[src/rtl/pipibibs_video_pkg.sv]
// rtl/pipibibs_video_pkg.sv - shared raster timing constants, offset type and sync window helper
//
// Purpose:
//   Default 432x262 raster constants used as parameter defaults by the timing
//   generator, the counter width, the signed 4-bit sync offset type and a
//   helper that tests a position against an offset-shifted half-open window.
// Ports: none (package).
package pipibibs_video_pkg;

    localparam int CNTW     = 9;

    localparam int H_TOTAL  = 432;
    localparam int H_ACTIVE = 320;
    localparam int HS_START = 352;
    localparam int HS_END   = 384;

    localparam int V_TOTAL  = 262;
    localparam int V_ACTIVE = 240;
    localparam int VS_START = 248;
    localparam int VS_END   = 251;

    typedef logic signed [3:0] offset_t;

    // True when pos lies in [start+off, stop+off). The window is evaluated one
    // bit wider than the counter and signed, so a negative offset near zero or
    // a positive offset near the top of the range never wraps around.
    function automatic logic in_window(
        input logic [CNTW-1:0] pos,
        input logic [CNTW-1:0] start,
        input logic [CNTW-1:0] stop,
        input offset_t         off
    );
        logic signed [CNTW:0] p;
        logic signed [CNTW:0] off_x;
        logic signed [CNTW:0] lo;
        logic signed [CNTW:0] hi;
        p     = $signed({1'b0, pos});
        off_x = $signed({{(CNTW-3){off[3]}}, off});
        lo    = $signed({1'b0, start}) + off_x;
        hi    = $signed({1'b0, stop}) + off_x;
        return (p >= lo) && (p < hi);
    endfunction

endpackage

[src/rtl/pipibibs_wrap_cnt.sv]
// rtl/pipibibs_wrap_cnt.sv - enable-gated modulo-N counter with wrap indication
//
// Purpose:
//   Counts 0..N-1 on clock edges where en=1 and holds otherwise. Exposes the
//   value the counter will take on the coming edge so the parent can register
//   decoded flags in the same cycle as the count itself.
// Ports:
//   clk      in   clock
//   rst      in   asynchronous active-high reset, clears the count
//   en       in   advance enable
//   cnt      out  current count
//   cnt_nxt  out  count after the coming edge (combinational)
//   wrap     out  coming edge wraps N-1 -> 0 (combinational, en qualified)
module pipibibs_wrap_cnt #(
    parameter int N = 432,
    parameter int W = 9
) (
    input  logic         clk,
    input  logic         rst,
    input  logic         en,
    output logic [W-1:0] cnt,
    output logic [W-1:0] cnt_nxt,
    output logic         wrap
);

    always_comb begin
        wrap    = en && (cnt == W'(N - 1));
        cnt_nxt = cnt;
        if (en) begin
            cnt_nxt = wrap ? '0 : cnt + W'(1);
        end
    end

    always_ff @(posedge clk or posedge rst) begin
        if (rst) begin
            cnt <= '0;
        end else begin
            cnt <= cnt_nxt;
        end
    end

endmodule

[src/rtl/pipibibs_video_timing.sv]
// rtl/pipibibs_video_timing.sv - raster timing generator: counters, blank, sync, frame, vblank irq
//
// Purpose:
//   Runs in the CLK96 domain and advances one pixel per CEN675 pulse. Produces
//   the H/V counters and zero-skew registered blank/sync flags, a line start
//   pulse, a frame toggle and the 68k vblank interrupt request.
// Ports:
//   CLK96    in   core clock
//   RESET96  in   asynchronous active-high reset
//   CEN675   in   pixel enable
//   HOFFSET  in   signed horizontal sync shift, sampled at frame start
//   VOFFSET  in   signed vertical sync shift, sampled at frame start
//   INT_ACK  in   interrupt acknowledge level, clears VINT
//   HCNT     out  pixel counter
//   VCNT     out  line counter
//   HBLANK   out  horizontal blank
//   VBLANK   out  vertical blank
//   HSYNC    out  horizontal sync
//   VSYNC    out  vertical sync
//   LINE_ST  out  one-cycle pulse after the HCNT wrap edge
//   FRAME    out  toggles on the VCNT wrap edge
//   VINT     out  vblank interrupt request
module pipibibs_video_timing #(
    parameter int H_TOTAL  = pipibibs_video_pkg::H_TOTAL,
    parameter int H_ACTIVE = pipibibs_video_pkg::H_ACTIVE,
    parameter int HS_START = pipibibs_video_pkg::HS_START,
    parameter int HS_END   = pipibibs_video_pkg::HS_END,
    parameter int V_TOTAL  = pipibibs_video_pkg::V_TOTAL,
    parameter int V_ACTIVE = pipibibs_video_pkg::V_ACTIVE,
    parameter int VS_START = pipibibs_video_pkg::VS_START,
    parameter int VS_END   = pipibibs_video_pkg::VS_END
) (
    input  logic                                CLK96,
    input  logic                                RESET96,
    input  logic                                CEN675,
    input  logic [3:0]                          HOFFSET,
    input  logic [3:0]                          VOFFSET,
    input  logic                                INT_ACK,
    output logic [pipibibs_video_pkg::CNTW-1:0] HCNT,
    output logic [pipibibs_video_pkg::CNTW-1:0] VCNT,
    output logic                                HBLANK,
    output logic                                VBLANK,
    output logic                                HSYNC,
    output logic                                VSYNC,
    output logic                                LINE_ST,
    output logic                                FRAME,
    output logic                                VINT
);

    import pipibibs_video_pkg::*;

    logic [CNTW-1:0] hcnt_nxt;
    logic [CNTW-1:0] vcnt_nxt;
    logic            h_wrap;
    logic            v_wrap;
    logic            vint_set;
    offset_t         hoff_q;
    offset_t         voff_q;
    offset_t         hoff_eff;
    offset_t         voff_eff;

    pipibibs_wrap_cnt #(
        .N (H_TOTAL),
        .W (CNTW)
    ) u_hcnt (
        .clk     (CLK96),
        .rst     (RESET96),
        .en      (CEN675),
        .cnt     (HCNT),
        .cnt_nxt (hcnt_nxt),
        .wrap    (h_wrap)
    );

    // The line counter only moves on the pixel edge that ends a line, so its
    // wrap already implies CEN675 and marks the first pixel of a new frame.
    pipibibs_wrap_cnt #(
        .N (V_TOTAL),
        .W (CNTW)
    ) u_vcnt (
        .clk     (CLK96),
        .rst     (RESET96),
        .en      (h_wrap),
        .cnt     (VCNT),
        .cnt_nxt (vcnt_nxt),
        .wrap    (v_wrap)
    );

    // Pixel (0,0) of a new frame already belongs to that frame, so on the
    // frame wrap edge the freshly sampled offsets drive the sync decode.
    always_comb begin
        hoff_eff = v_wrap ? offset_t'(HOFFSET) : hoff_q;
        voff_eff = v_wrap ? offset_t'(VOFFSET) : voff_q;
    end

    assign vint_set = h_wrap && (vcnt_nxt == CNTW'(V_ACTIVE));

    always_ff @(posedge CLK96 or posedge RESET96) begin
        if (RESET96) begin
            hoff_q  <= '0;
            voff_q  <= '0;
            HBLANK  <= 1'b0;
            VBLANK  <= 1'b0;
            HSYNC   <= 1'b0;
            VSYNC   <= 1'b0;
            LINE_ST <= 1'b0;
            FRAME   <= 1'b0;
            VINT    <= 1'b0;
        end else begin
            LINE_ST <= h_wrap;

            if (v_wrap) begin
                hoff_q <= offset_t'(HOFFSET);
                voff_q <= offset_t'(VOFFSET);
                FRAME  <= ~FRAME;
            end

            // Flags are decoded from the next count so they land on the same
            // edge as the counters they describe.
            if (CEN675) begin
                HBLANK <= (hcnt_nxt >= CNTW'(H_ACTIVE));
                VBLANK <= (vcnt_nxt >= CNTW'(V_ACTIVE));
                HSYNC  <= in_window(hcnt_nxt, CNTW'(HS_START), CNTW'(HS_END), hoff_eff);
                VSYNC  <= in_window(vcnt_nxt, CNTW'(VS_START), CNTW'(VS_END), voff_eff);
            end

            // A new request beats an acknowledge seen on the same edge, so an
            // acknowledge left high from the previous frame cannot swallow it.
            if (vint_set) begin
                VINT <= 1'b1;
            end else if (INT_ACK) begin
                VINT <= 1'b0;
            end
        end
    end

endmodule

[config.mk]
export PLATFORM = sky130hd
export DESIGN_NAME = pipibibs_video_timing
export DESIGN_NICKNAME = d
export VERILOG_FILES = /design/src/rtl/pipibibs_video_pkg.sv /design/src/rtl/pipibibs_wrap_cnt.sv /design/src/rtl/pipibibs_video_timing.sv
export SDC_FILE = /design/constraint.sdc
export NUM_CORES = 1
export LEC_CHECK = 0
export ABC_AREA = 1
export CORE_MARGIN = 5
export CORE_UTILIZATION = 50
export DETAILED_ROUTE_END_ITERATION = 8
export PLACE_DENSITY = 0.75
export SKIP_CTS_REPAIR_TIMING = 1
export SYNTH_ARGS = -nofsm -noshare
export SYNTH_HDL_FRONTEND = slang
export SYNTH_HIERARCHICAL = 1
export SYNTH_SLANG_ARGS = --single-unit
[constraint.sdc]
create_clock -name CLK96 -period 3.75 [get_ports CLK96]
set_input_delay 0.75 -clock CLK96 [delete_from_list [all_inputs] [get_ports CLK96]]
set_output_delay 0.75 -clock CLK96 [all_outputs]
set_load 0.02 [all_outputs]
# Word-level counts from Yosys, hierarchy flattened
# Cells that the tools add are included.
[totals]
in_bits = 12
ff_bits = 33
[op_classes]
n_eq_ne = 3
n_reduce_logical = 6
addsub = 6
bitwise = 1
mux = 8
n_lt_le_gt_ge = 6
[op_table]
columns = ["cell", "count"]
rows = [
  ["$mux 9", 4],
  ["$add 10x4->10 const A", 2],
  ["$add 9x4->10 const A", 2],
  ["$ge 10x10->1", 2],
  ["$lt 10x10->1", 2],
  ["$add 9x1->9 const B", 2],
  ["$eq 9x9->1 const B", 2],
  ["$eq 9x8->1 const B", 1],
  ["$ge 9x8->1 const B", 1],
  ["$ge 9x9->1 const B", 1],
  ["$mux 4", 2],
  ["$logic_and 1x1->1", 5],
  ["$mux 1", 2],
  ["$reduce_bool 2->1", 1],
  ["$not 1->1", 1],
]

# Depth between registers and ports, before layout
[depth]
ltp_word = 8
mapped_depth = 23
depth_no_buf = 22

# By module
# Netlist, hierarchy kept.
[by_module_without_submodules]
columns = ["module", "cells_per_inst", "area_each_um2", "n_inst"]
rows = [
  ["pipibibs_video_timing", 172, 1280.0, 1],
  ["pipibibs_wrap_cnt at u_hcnt", 69, 518.0, 1],
  ["pipibibs_wrap_cnt at u_vcnt", 65, 511.7, 1],
]

# Worst setup path before layout
# OpenSTA, ideal clock, no wires.
[synth_timing]
kind = "reg-to-reg"
startpoint = "register u_hcnt.cnt[0]"
endpoint = "register VSYNC"
setup_time_ps = 65
arrival_ps = 2927
stages_incl_launch_ff = 20
slack_ps = 758
path_buffers = 0
path_cell_list = "dfrtp_1 -> ha_1 -> nand3_2 -> nor2_4 -> nand2_2 -> inv_2 -> inv_1 -> nor2_2 -> nand3_2 -> inv_2 -> o21ai_1 -> ha_1 -> nor3_4 -> inv_2 -> ha_1 -> nand2_1 -> nand2_1 -> a31oi_1 -> nand3_1 -> nand2_1"
[synth_between]
elab_chain_cells = 7
word_cells_on_any_way = 11
classes_between = "add/sub (2); order compare (2); eq/ne (1); mux (3); reduce/logical (3)"
[synth_lines]
columns = ["element", "line_no", "text"]
rows = [
  ["from (decl)", "pipibibs_wrap_cnt.sv:21", "output logic [W-1:0] cnt,"],
  ["from (signal assigned)", "pipibibs_wrap_cnt.sv:38", "cnt <= cnt_nxt;"],
  ["$eq 9x9->1 *", "pipibibs_wrap_cnt.sv:27", "wrap = en && (cnt == W'(N - 1));"],
  ["$logic_and 1x1->1 *", "pipibibs_wrap_cnt.sv:27", ""],
  ["named net h_wrap", "pipibibs_video_timing.sv:54", "logic h_wrap;"],
  ["$logic_and 1x1->1 *", "pipibibs_wrap_cnt.sv:27", ""],
  ["named net v_wrap", "pipibibs_video_timing.sv:55", "logic v_wrap;"],
  ["$mux 4 or $mux 9 (tied branches)", "--", ""],
  ["$add 9x4->10 (tied with other cells)", "pipibibs_video_pkg.sv:39", "lo = $signed({1'b0, start}) + off_x;"],
  ["$ge 10x10->1 or $lt 10x10->1 (tied branches)", "pipibibs_video_pkg.sv:41", "return (p >= lo) && (p < hi);"],
  ["$logic_and 1x1->1 *", "pipibibs_video_pkg.sv:41", ""],
  ["to (signal assigned)", "pipibibs_video_timing.sv:123", "VSYNC <= in_window(vcnt_nxt, CNTW'(VS_START), CNTW'(VS_END), voff_eff);"],
  ["to (decl)", "pipibibs_video_timing.sv:44", "output logic VSYNC,"],
]
# The timed path passes the listed nets; every way through them passes the cells marked *.
# A chain may end at the register's enable or synchronous reset.

# Worst setup path in the final report
[layout_timing]
startpoint = "input CEN675"
endpoint = "register VSYNC"
[layout_between]
elab_chain_cells = 6
word_cells_on_any_way = 10
classes_between = "add/sub (2); order compare (2); mux (3); reduce/logical (3)"
[layout_lines]
columns = ["element", "line_no", "text"]
rows = [
  ["from (decl)", "pipibibs_video_timing.sv:35", "input logic CEN675,"],
  ["$logic_and 1x1->1 *", "pipibibs_wrap_cnt.sv:27", ""],
  ["named net h_wrap", "pipibibs_video_timing.sv:54", ""],
  ["$logic_and 1x1->1 *", "pipibibs_wrap_cnt.sv:27", ""],
  ["named net v_wrap", "pipibibs_video_timing.sv:55", ""],
  ["$mux 4 or $mux 9 (tied branches)", "--", ""],
  ["$add 9x4->10 (tied with other cells)", "pipibibs_video_pkg.sv:39", ""],
  ["$ge 10x10->1 or $lt 10x10->1 (tied branches)", "pipibibs_video_pkg.sv:41", ""],
  ["$logic_and 1x1->1 *", "pipibibs_video_pkg.sv:41", ""],
]
# Marked as above.

==> impl_metrics.yaml <==
detailed_routing:
  drt_iter0_markers: 114
  postRouteAntennaNets: 0
  vias: 2011
  wl_per_cell_um: 12.9
  drt_pass1_iterations: 4
  vias_per_cell: 4.97
  post-route-drc-count: 0
  finalWirelength_um: 5220
yosys:
  synth_top_flop_cell: "dfrtp_1"
  syn-num-nets: 345
  synth_top_area_share_pct: 35.8
  synth_area_leaders: "dfrtp_1 (36%), ha_1 (15%), nand2_1 (13%)"
  ys_seq_elements: 33
  synth_seq_area_share_pct: 35.8
  synth_top_cell_by_area: "dfrtp_1"
  yosysWarnings: 6
  synthCells: 306
  synth.distinct_cells: 31
  synthArstFlopShare_pct: 100
  synth-edff-count: 0
  syn_avg_cell_area_sq_um: 7.55
  syn_area_sq_um: 2310
worst_setup_path:
  critPathKind: "in2reg"
  path_cells: "clkdlybuf4s50_1 > nand3_2 > nor2_4 > nand2_2 > inv_2 > inv_1 > nor2_2 > nand3_2 > clkinv_2 > nand2_1 > o21ai_1 > ha_1 > xnor2_1 > ha_1 > nand2_1 > nor2_1 > nand2_1 > nand3_1 > nand2_1 > nand3_1 > nand2_1"
  path_max_fanout: 16
  slowest_delay_ns: 0.50
  cpMostUsedCell: "nand2_1"
  cp.required_ns: 3.93
  slowest_stage: "clkdlybuf4s50_1"
  cp-end-kind: "flip-flop"
  worstPathArrival_ns: 3.66
  start_kind: "input pin"
floorplan:
  core-area_sq_um: 4410
  pin_count: 37
  rows: 24
  die-area_sq_um: 6080
  dieHeight_um: 78.0
  initial_core_util_pct: 52.3
  die_x_um: 78.0
clocking:
  clkSinkCount: 33
  clock-root-buffer: "clkbuf_8"
  worstSkewPairLatency_ns: 0.29
  htree_levels: 2
  clk_path_buf_depth: 2
  path_clk_slew_ns: 0.07
  cts_tree: "yes"
  cts_buffers: 5
pwr:
  p_leak_nw: 1.63
  ir_worst_vdd_mv: 0.284
  power_density_nw_per_um2: 515
final_layout:
  drive_gt1_share_pct: 9.63
  area_growth_pct: 24.3
  diodes: 0
  fin_nets: 391
  n_fill_cell: 399
  final_common_cell: "nand2_1"
  seq_area_sq_um: 826
  multi_input_area_sq_um: 1220
  layout.core_utilization_pct: 65.1
  final_cell_mix: "nand2_1 (77), inv_1 (63), clkdlybuf4s50_1 (36)"
  final_cells: 405
sta:
  tns_ns: 0
  finalMaxSlewViolations: 0
  finalHoldViolations: 0
  period_share_pct: 92.6
  setup_slack_ns: 0.279
  finalCriticalPeriod_ns: 3.47
  rsz0062_at_grt: "false"
  tightestPinTransition_ns: 0.666
  max_slew_margin_pct: 55.6
  fmaxAchievable_mhz: 288
  clock_skew_ns: 0.00625
  setup_viol: 0
global_routing:
  grt_pass1_wl_um: 9030
  grt_overflow: 0
  antenna_found_initial: 0
  grt_pass1_vias: 1950
  grt_usage_pct: 18.4
  grt_max_degree: 17
placement:
  place_hpwl_um: 4030
  place_inst: 397
  io_buffers: 36
  gp_congestion: 0.892
  preCtsSetupSlack_ns: 0.00587
status:
  outcome: "finished clean"
flow_run:
  cap_violations: 0
hold_path:
  hold_path.class: "reg2reg"
==> worst paths after layout <==
| path | depth (start not counted) | from | slack (ns) | to |
|---|---|---|---|---|
| setup reg to reg | 20 | u_hcnt/cnt[0] | 0.55 | VSYNC |
| min in group asynchronous | 2 | RESET96 | 0.78 | u_vcnt/cnt[1] |
| max in group asynchronous | 2 | RESET96 | 2.40 | hoff_q[3] |
| hold reg to reg | 1 | FRAME | 0.48 | FRAME |
| hold / removal | 1 | FRAME | 0.48 | FRAME |
| setup / recovery | 21 | CEN675 | 0.28 | VSYNC |
==> stage by stage <==
step           hold WS, ns  cell area [sq um]  power [mW]
2_1_floorplan        0.467               2310       0.891
3_3_place_gp         0.464               2750        1.11
3_5_place_dp         0.465               2750        1.13
4_1_cts              0.481               2870        1.49
5_1_grt              0.498               2870        1.60
6_report             0.476               2870        1.48
==> state kept, by name (all words and copies together) (netlist names) <==
signal and count:
FRAME 1, HBLANK 1, HSYNC 1, LINE_ST 1, VBLANK 1, VINT 1
VSYNC 1, hoff_q 4, u_hcnt/cnt 9, u_vcnt/cnt 9, voff_q 4
==> where the power goes <==
group	switching, mW	internal [mW]
Combinational	0.375	0.262
Clock	0.136	0.217
Sequential	0.0717	0.416
==> final cells by class <==
type	count	share of cell area, %
Multi-Input combinational cell	205	42.5
Clock buffer	7	3.01
Tap cell	52	2.27
Clock inverter	1	1.05
Inverter	67	8.80
Sequential cell	33	28.8
Timing Repair Buffer	40	13.6
==> logic make-up (layout without fill, tap and decap cells) <==
kind of cell    after synthesis  count (layout)  synth area share, %
compound gates               21              21                 5.58
mux                           1               1                0.488
xor+xnor                      8               8                 3.03
simple gates                148             148                 29.1
flops                        33              33                 35.8
buf+inv                      68             115                 11.4
fa+ha+maj                    27              27                 14.6
==> critical path: cells and delay by family <==
| family | cells | cell delay (ns) |
|---|---|---|
| fa+ha+maj | 2 | 0.63 |
| compound gates | 1 | 0.23 |
| xor+xnor | 1 | 0.12 |
| buf+inv | 4 | 0.86 |
| simple gates | 13 | 1.05 |
==> cells in the mapped netlist (3+ instances only) <==
cell and instances:
nand2_1 77, inv_1 63, dfrtp_1 33, ha_1 27
nor2_1 26, nand3_1 21, o21ai_0 7, xor2_1 7
a21oi_1 6, nand2_2 6, inv_2 4, nor2_2 3
nor2_4 3
==> metal layers <==
| layer | global-route usage (%) | vias up | share of wire, % |
|---|---|---|---|
| met5 | 0 | - | 0 |
| met4 | 3.55 | 0 | 0.75 |
| met3 | 4.86 | 4 | 4.0 |
| met2 | 30.5 | 39 | 47 |
| met1 | 24.3 | 932 | 48 |
| li1 | - | 1036 | - |
No activity file was read; power rests on OpenSTA's default activity.
